**config.mk**
```make
export PLATFORM = sky130hd
export DESIGN_NAME = l2_page_arbiter
export DESIGN_NICKNAME = d
export VERILOG_FILES = /design/src/rtl/l2_page_arbiter.sv
export SDC_FILE = /design/constraint.sdc
export NUM_CORES = 1
export LEC_CHECK = 0
export BUFFER_PORTS_ARGS = -buffer_cell sky130_fd_sc_hd__clkbuf_2
export CORE_UTILIZATION = 40
export DETAILED_ROUTE_END_ITERATION = 10
export GPL_TIMING_DRIVEN = 0
export PLACE_DENSITY_LB_ADDON = 0.25
export SETUP_SLACK_MARGIN = 0.5
export SYNTH_ARGS = -nofsm -noshare
export SYNTH_HDL_FRONTEND = slang
export SYNTH_SLANG_ARGS = --single-unit
export TNS_END_PERCENT = 10
```
**constraint.sdc**
```tcl
create_clock -name clk -period 4.65 [get_ports clk]
set_input_delay 0.465 -clock clk [delete_from_list [all_inputs] [get_ports clk]]
set_output_delay 0.465 -clock clk [all_outputs]
set_load 0.03 [all_outputs]
```
**src/rtl/l2_page_arbiter.sv**
```systemverilog
// l2_page_arbiter: two-client page-fill arbiter streaming pages word-by-word from a single-outstanding-read memory
module l2_page_arbiter #(
    parameter int ADDR_WIDTH = 16,
    parameter int PAGE_BYTES = 32
) (
    input  logic                  clk,
    input  logic                  rst,
    input  logic                  c0_start,
    input  logic [ADDR_WIDTH-1:0] c0_page,
    output logic                  c0_launch,
    output logic                  c0_ready,
    input  logic                  c1_start,
    input  logic [ADDR_WIDTH-1:0] c1_page,
    output logic                  c1_launch,
    output logic                  c1_ready,
    output logic                  l2_busy,
    output logic [15:0]           l2_data,
    output logic                  mem_rd,
    output logic [ADDR_WIDTH-1:0] mem_addr,
    input  logic                  mem_valid,
    input  logic [15:0]           mem_rdata
);
    localparam int PAGE_WORDS  = PAGE_BYTES / 2;
    localparam int OFFSET_BITS = $clog2(PAGE_BYTES);
    localparam int IDX_BITS    = $clog2(PAGE_WORDS);
    localparam int PAGE_BITS   = ADDR_WIDTH - OFFSET_BITS;
    localparam logic [IDX_BITS-1:0] LAST_IDX = IDX_BITS'(PAGE_WORDS - 1);

    typedef enum logic [1:0] {S_IDLE, S_READ, S_DELIVER} state_t;

    state_t                 state, state_n;
    logic                   sel, sel_n;
    logic [IDX_BITS-1:0]    idx, idx_n;
    logic [PAGE_BITS-1:0]   page, page_n;
    logic                   c0_launch_n, c1_launch_n, c0_ready_n, c1_ready_n, l2_busy_n, mem_rd_n;
    logic [15:0]            l2_data_n;
    logic [ADDR_WIDTH-1:0]  mem_addr_n;

    // State and every output are registered; reset abandons any burst in flight
    always_ff @(posedge clk or negedge rst) begin
        if (!rst) begin
            state     <= S_IDLE;
            sel       <= 1'b0;
            idx       <= '0;
            page      <= '0;
            c0_launch <= 1'b0;
            c1_launch <= 1'b0;
            c0_ready  <= 1'b0;
            c1_ready  <= 1'b0;
            l2_busy   <= 1'b0;
            l2_data   <= '0;
            mem_rd    <= 1'b0;
            mem_addr  <= '0;
        end else begin
            state     <= state_n;
            sel       <= sel_n;
            idx       <= idx_n;
            page      <= page_n;
            c0_launch <= c0_launch_n;
            c1_launch <= c1_launch_n;
            c0_ready  <= c0_ready_n;
            c1_ready  <= c1_ready_n;
            l2_busy   <= l2_busy_n;
            l2_data   <= l2_data_n;
            mem_rd    <= mem_rd_n;
            mem_addr  <= mem_addr_n;
        end
    end

    // Grant (port 0 first), issue one word read at a time, strobe each word for a single cycle
    always_comb begin
        state_n     = state;
        sel_n       = sel;
        idx_n       = idx;
        page_n      = page;
        c0_launch_n = c0_launch;
        c1_launch_n = c1_launch;
        c0_ready_n  = c0_ready;
        c1_ready_n  = c1_ready;
        l2_busy_n   = l2_busy;
        l2_data_n   = l2_data;
        mem_rd_n    = mem_rd;
        mem_addr_n  = mem_addr;
        case (state)
            S_IDLE: begin
                if (c0_start || c1_start) begin
                    sel_n       = !c0_start;
                    page_n      = c0_start ? PAGE_BITS'(c0_page) : PAGE_BITS'(c1_page);
                    c0_launch_n = c0_start;
                    c1_launch_n = !c0_start;
                    l2_busy_n   = 1'b1;
                    idx_n       = '0;
                    mem_rd_n    = 1'b1;
                    mem_addr_n  = {page_n, idx_n, 1'b0};
                    state_n     = S_READ;
                end
            end
            S_READ: begin
                if (mem_valid) begin
                    l2_data_n  = mem_rdata;
                    c0_ready_n = !sel;
                    c1_ready_n = sel;
                    mem_rd_n   = 1'b0;
                    state_n    = S_DELIVER;
                end
            end
            S_DELIVER: begin
                c0_ready_n = 1'b0;
                c1_ready_n = 1'b0;
                if (idx == LAST_IDX) begin
                    c0_launch_n = 1'b0;
                    c1_launch_n = 1'b0;
                    l2_busy_n   = 1'b0;
                    state_n     = S_IDLE;
                end else begin
                    idx_n      = idx + 1'b1;
                    mem_rd_n   = 1'b1;
                    mem_addr_n = {page, idx_n, 1'b0};
                    state_n    = S_READ;
                end
            end
            default: state_n = S_IDLE;
        endcase
    end
endmodule
```
# Word level (Yosys, flattened, before mapping)
# Index checks and enable logic that the tools add are counted.
# op_classes
n_addsub	1
multipliers	0
div_mod_pow	0
magnitude_cmp	0
n_eq_ne	7
shift	0
muxes	25
bitwise_logic	0
reduce_logical	14
# op_table
operator	count
2-to-1 mux 16 bit	2
one-hot mux 16 bit (2 select lines)	1
2-to-1 mux 11 bit	1
one-hot mux 1 bit (2 select lines)	5
2-to-1 mux 1 bit	9
2-to-1 mux 4 bit	2
inequality test 2 bit, second input constant	4
one-hot mux 4 bit (2 select lines)	1
AND reduction 2 bit	4
one-hot mux 2 bit (3 select lines)	1
AND reduction 3 bit	2
adder 4 x 1 -> 4 bit, second input constant	1
equality test 4 bit, second input constant	1
2-to-1 mux 2 bit	2
AND reduction 4 bit	1
nonzero test 2 bit	2
one-hot mux 1 bit (3 select lines)	1
nonzero test 3 bit	1
equality test 2 x 1 -> 1 bit, second input constant	1
equality test 2 bit, second input constant	1
zero test 1 bit	2
zero test 2 bit	1
logical OR 1 bit	1
# word_totals
ff_bits	56
latch_bits	0
ramBits	0
romBits	0
output_inout_bits	38
elab_cells	59
n_memories	0

# Logic depth before layout (Yosys ltp)
# Gate-level depths: netlist of the first run.
# depth
depth_word	3
depth_mapped	5

# Worst setup path after synthesis of the first run
# Ideal clock, no wire load.
# synth_path
path_kind	reg-to-reg
startpoint	register idx[0]
endpoint	register mem_addr[10]
setup_ps	125
arrival_time_ps	1708
required_ps	4525
slack_ps	2818
stages_incl_launch_ff	6
n_path_buf	1
synth_period_minus_slack_ps	1832
path_cell_list	dfrtp_1 ha_1 and3_1 o22ai_4 buf_6 mux2_2
# synth_between
elab_chain_len	3
# synth_rtl
element	line	source
start, declared	33	logic [IDX_BITS-1:0] idx, idx_n;
start signal, assigned	57	idx <= idx_n;
equality test 4 bit	110	if (idx == LAST_IDX) begin
inequality test 2 bit (no line)	--	
AND reduction 3 bit (no line)	--	
end signal, assigned	66	mem_addr <= mem_addr_n;
end, declared	19	output logic [ADDR_WIDTH-1:0] mem_addr,
# No other way between the ends.
# A chain may end at the register's enable or synchronous reset.

# Final worst setup path of the first run
# layout_path
startpoint	register idx[0]
endpoint	register mem_addr[11]
# Same word-level chain as after synthesis.

==> summary.md, run 1 <==
| Metric | Value |
|---|---|
| Synth Instances | `165` |
| H-tree level count | `2` |
| Vias per inst | `4.88` |
| Cells after DPL | `315` |
| Total setup buffers inserted after CTS | `0` |
| Critical Path AT | `2.02 ns` |
| Post-route cell area | `0.00297 mm²` |
| Yosys cell types | `35` |
| Final setup violation count | `0` |
| Final period util | `39.2%` |
| Commonest cells after routing, fill and taps aside | `clkbuf_2, dfrtp_1, mux2_2` |
| DRT Wirelength | `4620 µm` |
| WL per Instance | `14.2 µm` |
| Post-Syn Area | `0.00237 mm²` |
| Critical Path RT | `4.84 ns` |
| First-pass GRT wire length | `7620 µm` |
| CTS Root Cell | `clkbuf_8` |
| Worst path top cell family by delay | `flip-flops` |
| Max-cap check violation count | `0` |
| RSZ-0062 raised after global routing | `false` |
| Final hold viol count | `0` |
| Top Ports | `91` |
| Slew @ Worst Pin | `0.576 ns` |
| Lkg Pwr | `0.00144 µW` |
| Most used DFF post-synth | `dfrtp_1` |
| DRC viols | `0` |
| Hold-fix buffers, CTS | `0` |
| Crit path kind | `flip-flop to flip-flop` |
| Die X | `79.0 µm` |
| Stages on worst setup path | `5` |
| Critical-path top delay cell | `dfrtp_1` |
| Diode count | `0` |
| Final TNS setup | `0 ns` |
| Antenna violations before repair | `0` |
| Remaining global-route overflow | `0` |
| Slew margin rel. | `61.6%` |
| Ys async rst share | `100%` |
| Clk sink count | `51` |
| Synth warn | `0` |
| Clk slew on worst S/H paths | `0.09 ns` |
| Total die area | `0.00624 mm²` |
| #FFs+latches synth | `51` |
| Gr usage total | `16.1%` |
| Starting Density | `42.3%` |
| Post-Route Utilization | `53.0%` |
| Final ANT Viol Nets | `0` |
| Critical Path Fanout Max | `10` |
| Num CTS Buffers | `5` |
| Post-CTS Resized | `0` |
| Max clock buf depth | `2` |
| Sequential-to-total area share from yosys stat | `53.8%` |
| Min Tclk post-route | `1.82 ns` |
| Placeable Area | `0.00561 mm²` |
| Hold Crit Class | `input pin to asynchronous set/reset pin` |
| Critical Path Source Type | `flip-flop` |
| # port buffers | `78` |
| CP Capture Type | `flip-flop` |
| Avg Cell Area, Syn | `14.4 µm²` |
| 1st-iter DRT viols | `85` |
| FP Rows | `27` |
| DP Area | `0.00285 mm²` |
| Max Clock Skew | `0.00794 ns` |
| Syn Nets | `219` |
| Crit path largest cell delay | `0.43 ns` |
| Largest net degree at the start of global routing | `52` |
| Total power | `2020 µW` |
| Area Growth Syn to Fin | `25.3%` |
| EDFF count, synth | `0` |
| Vias in the first global route | `1632` |
| Cells on worst reg2reg path | `5` |
| P per Cell Area | `679 mW/mm²` |
| Layout Cells excl Fill | `324` |
| Final-report max-slew violation count | `0` |
| Outcome | `finished, final reports clean` |
| CP bufs+invs | `1` |
| Crit-path cells | `ha_1 -> and3_1 -> o22ai_4 -> buf_6 -> mux2_2` |
| F_max | `0.549 GHz` |
| Via count | `1582` |
| CTS tree | `built` |
| Share of layout cells above drive strength 1 | `63.1%` |
| Latest clock arrival within the worst-skew pair | `0.30 ns` |
| Peak supply drop | `277 µV` |
| Gpl congestion | `0.744` |
| Die extent in y | `79.0 µm` |
| Pre-antenna DRT Iters | `4` |
| Nets | `305` |
| Most common cell after layout, fill and taps aside | `clkbuf_2` |
| DP HPWL | `3330 µm` |
report_power, final:
group / internal, µW / switching, µW
combinational: 414 / 557
clock: 136 / 142
sequential: 653 / 115
total: 1200 / 815
logic make-up after synthesis:
logic type                 after synthesis  share of synthesized area, %
other                                    1                         0.158
and+or+nand+nor                         19                          4.43
DFF                                     51                          53.8
xor gates and xnor gates                 1                         0.369
adders and majority gates                1                         0.527
buffers and inverters                   13                          4.43
muxes                                   63                          31.4
AOI/OAI and AO/OA                       16                          4.91
flip-flops by register name, summed over array words and instances (netlist names):
signal,flops
idx,3
c0_ready,1
l2_data,16
page,11
c1_ready,1
mem_addr,12
mem_rd,1
state,2
c0_launch,1
l2_busy,1
sel,1
c1_launch,1
metal layers:
| layer | GRT usage (%) | vias to the layer above | part of all wire [%] |
|---|---|---|---|
| met3 | 4.48 | 7 | 6.0 |
| li1 | - | 761 | - |
| met1 | 20.1 | 769 | 45 |
| met4 | 6.00 | 0 | 1.5 |
| met5 | 0 | - | 0 |
| met2 | 26.3 | 45 | 47 |
worst paths after layout:
path,endpoint,slack (ns),from
max reg2reg,mem_addr[11],2.83,idx[0]
max,mem_addr[11],2.83,idx[0]
min reg2reg,c0_ready,0.48,sel
max in group asynchronous,c1_launch,3.96,rst
min,mem_addr[14],0.14,rst
min in group clk,l2_data[0],0.39,mem_rdata[0]
final cells by class:
type	count	area, µm²
inverter	4	15.0
multi-input combinational	101	991
clock buffer	8	100
fill	518	2640
buffer	9	90.1
sequential	51	1280
tap	72	90.1
timing repair buffer	79	410
Yosys cell counts, drive strengths merged, types with 2 or more instances:
master,number,share of area (%)
mux2i,2,0.84
o22ai,2,1.1
buf,9,3.8
nand3,4,0.84
dfrtp,51,54
and3,2,0.53
o21ai,7,1.5
nand2,3,0.47
nor2,3,0.69
inv,4,0.63
mux2,61,31
stage by stage:
stage	hold slack (ns)	worst slack [ns]
CTS	0.378	2.80
global route	0.182	2.74
floorplan	0.169	2.82
finish	0.142	2.83
detailed placement	0.453	2.82
global placement	0.451	2.83
No activity file was read; power rests on OpenSTA's default activity.
==> run 2: changes to the inputs <==
==> constraint.sdc (replaced) <==
create_clock -name clk -period 1.55 [get_ports clk]
set_input_delay 0.155 -clock clk [delete_from_list [all_inputs] [get_ports clk]]
set_output_delay 0.155 -clock clk [all_outputs]
set_load 0.03 [all_outputs]
==> run 2 against run 1 <==
The run now ends with setup timing left. Register-to-register slack worse by 2.9 ns. Via count rose by 7.3%. Sequential cell count did not move. First-iteration DRC count down 39%. Sequential power rose to 3.1 times the previous value. Global-route usage up 2.3 points. Core utilization grew 9.9 points. Largest cell class unchanged. Largest power group unchanged.
==> summary.md, run 2 (synthesis results as in run 1) <==
| Metric | Value |
|---|---|
| Area of the multi-input gates | `0.00119 mm²` |
| Commonest cells after routing, fill and taps aside | `clkbuf_2, dfrtp_1, mux2_4` |
| Largest net degree at the start of global routing | `52` |
| Max-cap check violation count | `0` |
| Hold Startpoint | `mem_rdata[4]` |
| Critical Path AT | `1.81 ns` |
| 1st-iter DRT viols | `52` |
| Critical Path Source Type | `flip-flop` |
| Reg area | `0.00128 mm²` |
| Via count | `1698` |
| Net Sw Frac | `37.8%` |
| H-tree level count | `2` |
| Psw | `2790 µW` |
| Total power | `7380 µW` |
| Remaining global-route overflow | `0` |
| R2r endpoint | `mem_addr[12]` |
| Diode count | `0` |
| Total die area | `0.00624 mm²` |
| P per Cell Area | `2090 mW/mm²` |
| Die X | `79.0 µm` |
| Vias per inst | `4.95` |
| P_int | `4590 µW` |
| Peak supply drop | `1200 µV` |
| Register-to-register setup slack | `-0.06 ns` |
| Crit path kind | `flip-flop to flip-flop` |
| Comb pwr share | `56.4%` |
| Min Tclk post-route | `1.61 ns` |
| RSZ-0062 raised after global routing | `true` |
| Outcome | `finished with violations` |
| Top Ports | `91` |
| CTS Root Cell | `clkbuf_8` |
| DRC viols | `0` |
| Final setup violation count | `11` |
| Starting Density | `42.3%` |
| R2R Path Start | `idx[1]` |
| Critical Path Fanout Max | `9` |
| Layout Cells excl Fill | `343` |
| Most common cell after layout, fill and taps aside | `clkbuf_2` |
| DP HPWL | `3340 µm` |
| Gpl congestion | `0.749` |
| First-pass GRT wire length | `8580 µm` |
| CP Capture Type | `flip-flop` |
| Final period util | `104%` |
| Fillers | `456` |
| Met1 wire length | `2430 µm` |
| Met3 wire length | `167 µm` |
| Setup ws final | `-0.0605 ns` |
| # port buffers | `78` |
| Cells after DPL | `315` |
| F_max | `0.621 GHz` |
| WL per Instance | `15.5 µm` |
| Critical Path RT | `1.75 ns` |
| Area Growth Syn to Fin | `48.7%` |
| Slew @ Worst Pin | `0.716 ns` |
| Largest regs | `l2_data: 16 flops, mem_addr: 12 flops, page: 11 flops` |
| Vias in the first global route | `1776` |
| Final hold viol count | `0` |
| Lkg Pwr | `0.00174 µW` |
| Max clock buf depth | `2` |
| Latest clock arrival within the worst-skew pair | `0.30 ns` |
| Gr usage total | `18.3%` |
| FP Rows | `27` |
| Final ANT Viol Nets | `0` |
| DRT Wirelength | `5320 µm` |
| Worst hold endpoint | `l2_data[4]` |
| Die extent in y | `79.0 µm` |
| Clk sink count | `51` |
| Hold Crit Class | `input pin to flip-flop` |
| Sequential share of power | `32.1%` |
| Final-report max-slew violation count | `0` |
| Antenna violations before repair | `0` |
| Max Clock Skew | `0.00307 ns` |
| Hold Path Cell Cnt | `2` |
| Max reg flops | `16` |
| Cells on worst reg2reg path | `5` |
| Violated checks | `setup timing` |
| Clk slew on worst S/H paths | `0.09 ns` |
| Post-Route Utilization | `62.9%` |
| Met2 wire len | `2630 µm` |
| Clock power frac | `11.5%` |
| Placeable Area | `0.00561 mm²` |
| Biggest register | `l2_data` |
| Num CTS Buffers | `5` |
| Pre-antenna DRT Iters | `4` |
| Nets | `324` |
| CTS tree | `built` |
| DR top layer | `met4` |
| Share of layout cells above drive strength 1 | `74.2%` |
| Worst hold slack | `0.0731 ns` |
| Slew margin rel. | `52.3%` |
[run 2: changes by cell type in the layout (fill, tap and decap cells not counted), sizes merged]
cell         before  now
dlygate4sd3       0    1
clkinvlp          0    1
buf              11   30
clkbuf           85   83
[run 2: layout make-up]
class / count / area share [%]
clock buffers: 7 / 2.73
plain buffers: 9 / 3.62
well taps: 72 / 2.55
flip-flops and latches: 51 / 36.4
multi-input cells: 101 / 33.8
repair buffers: 98 / 20.3
clock inverters: 1 / 0.213
inverters: 4 / 0.426
[run 2: power groups by stage]
| stage | registers (µW) | logic, µW | clock network, µW |
|---|---|---|---|
| 6_report | 2370 | 4160 | 848 |
| 5_1_grt | 2450 | 4400 | 935 |
| 4_1_cts | 2360 | 3930 | 876 |
| 3_5_place_dp | 2360 | 2990 | 0 |
| 3_3_place_gp | 2330 | 2950 | 0 |
| 2_1_floorplan | 3200 | 1320 | 0 |
[run 2: timing repair]
action	CTS	global route
cloned	1	0
buffers inserted	10	8
gates resized for setup	85	19
hold endpoints to repair	51	0
endpoints found under the setup margin	67	139
pin swaps	7	8
hold buffers	1	0
[run 2: worst max path at each step]
stage	start	to	slack, ns	cells past startpoint
2_1_floorplan	idx[0]	mem_addr[10]	-0.12	5
3_3_place_gp	state[0]	page[9]	-0.16	4
3_5_place_dp	state[0]	page[3]	-0.18	4
4_1_cts	idx[1]	mem_addr[12]	-0.06	5
5_1_grt	idx[1]	mem_addr[14]	-0.11	5
6_report	idx[1]	mem_addr[12]	-0.06	5
[run 2: per-layer routing]
layer,GRT usage [%],up-vias
li1,-,800
met1,24.3,858
met2,29.1,33
met3,3.79,7
met4,7.64,0
met5,0,-
[run 2: per-stage QoR]
step           TNS (ns)  worst slack [ns]  cell area (µm²)
2_1_floorplan    -0.970            -0.121             2400
3_3_place_gp      -2.38            -0.158             2880
3_5_place_dp      -2.56            -0.178             2880
4_1_cts          -0.525           -0.0565             3390
5_1_grt           -1.00            -0.107             3530
6_report         -0.476           -0.0605             3530
[run 2: worst max-delay path: stages, from the launching register on]
cell and delay [ns]:
dfrtp_2 0.44, ha_4 0.17, and3_4 0.19, o22ai_4 0.21, buf_12 0.18, mux2_4 0.30
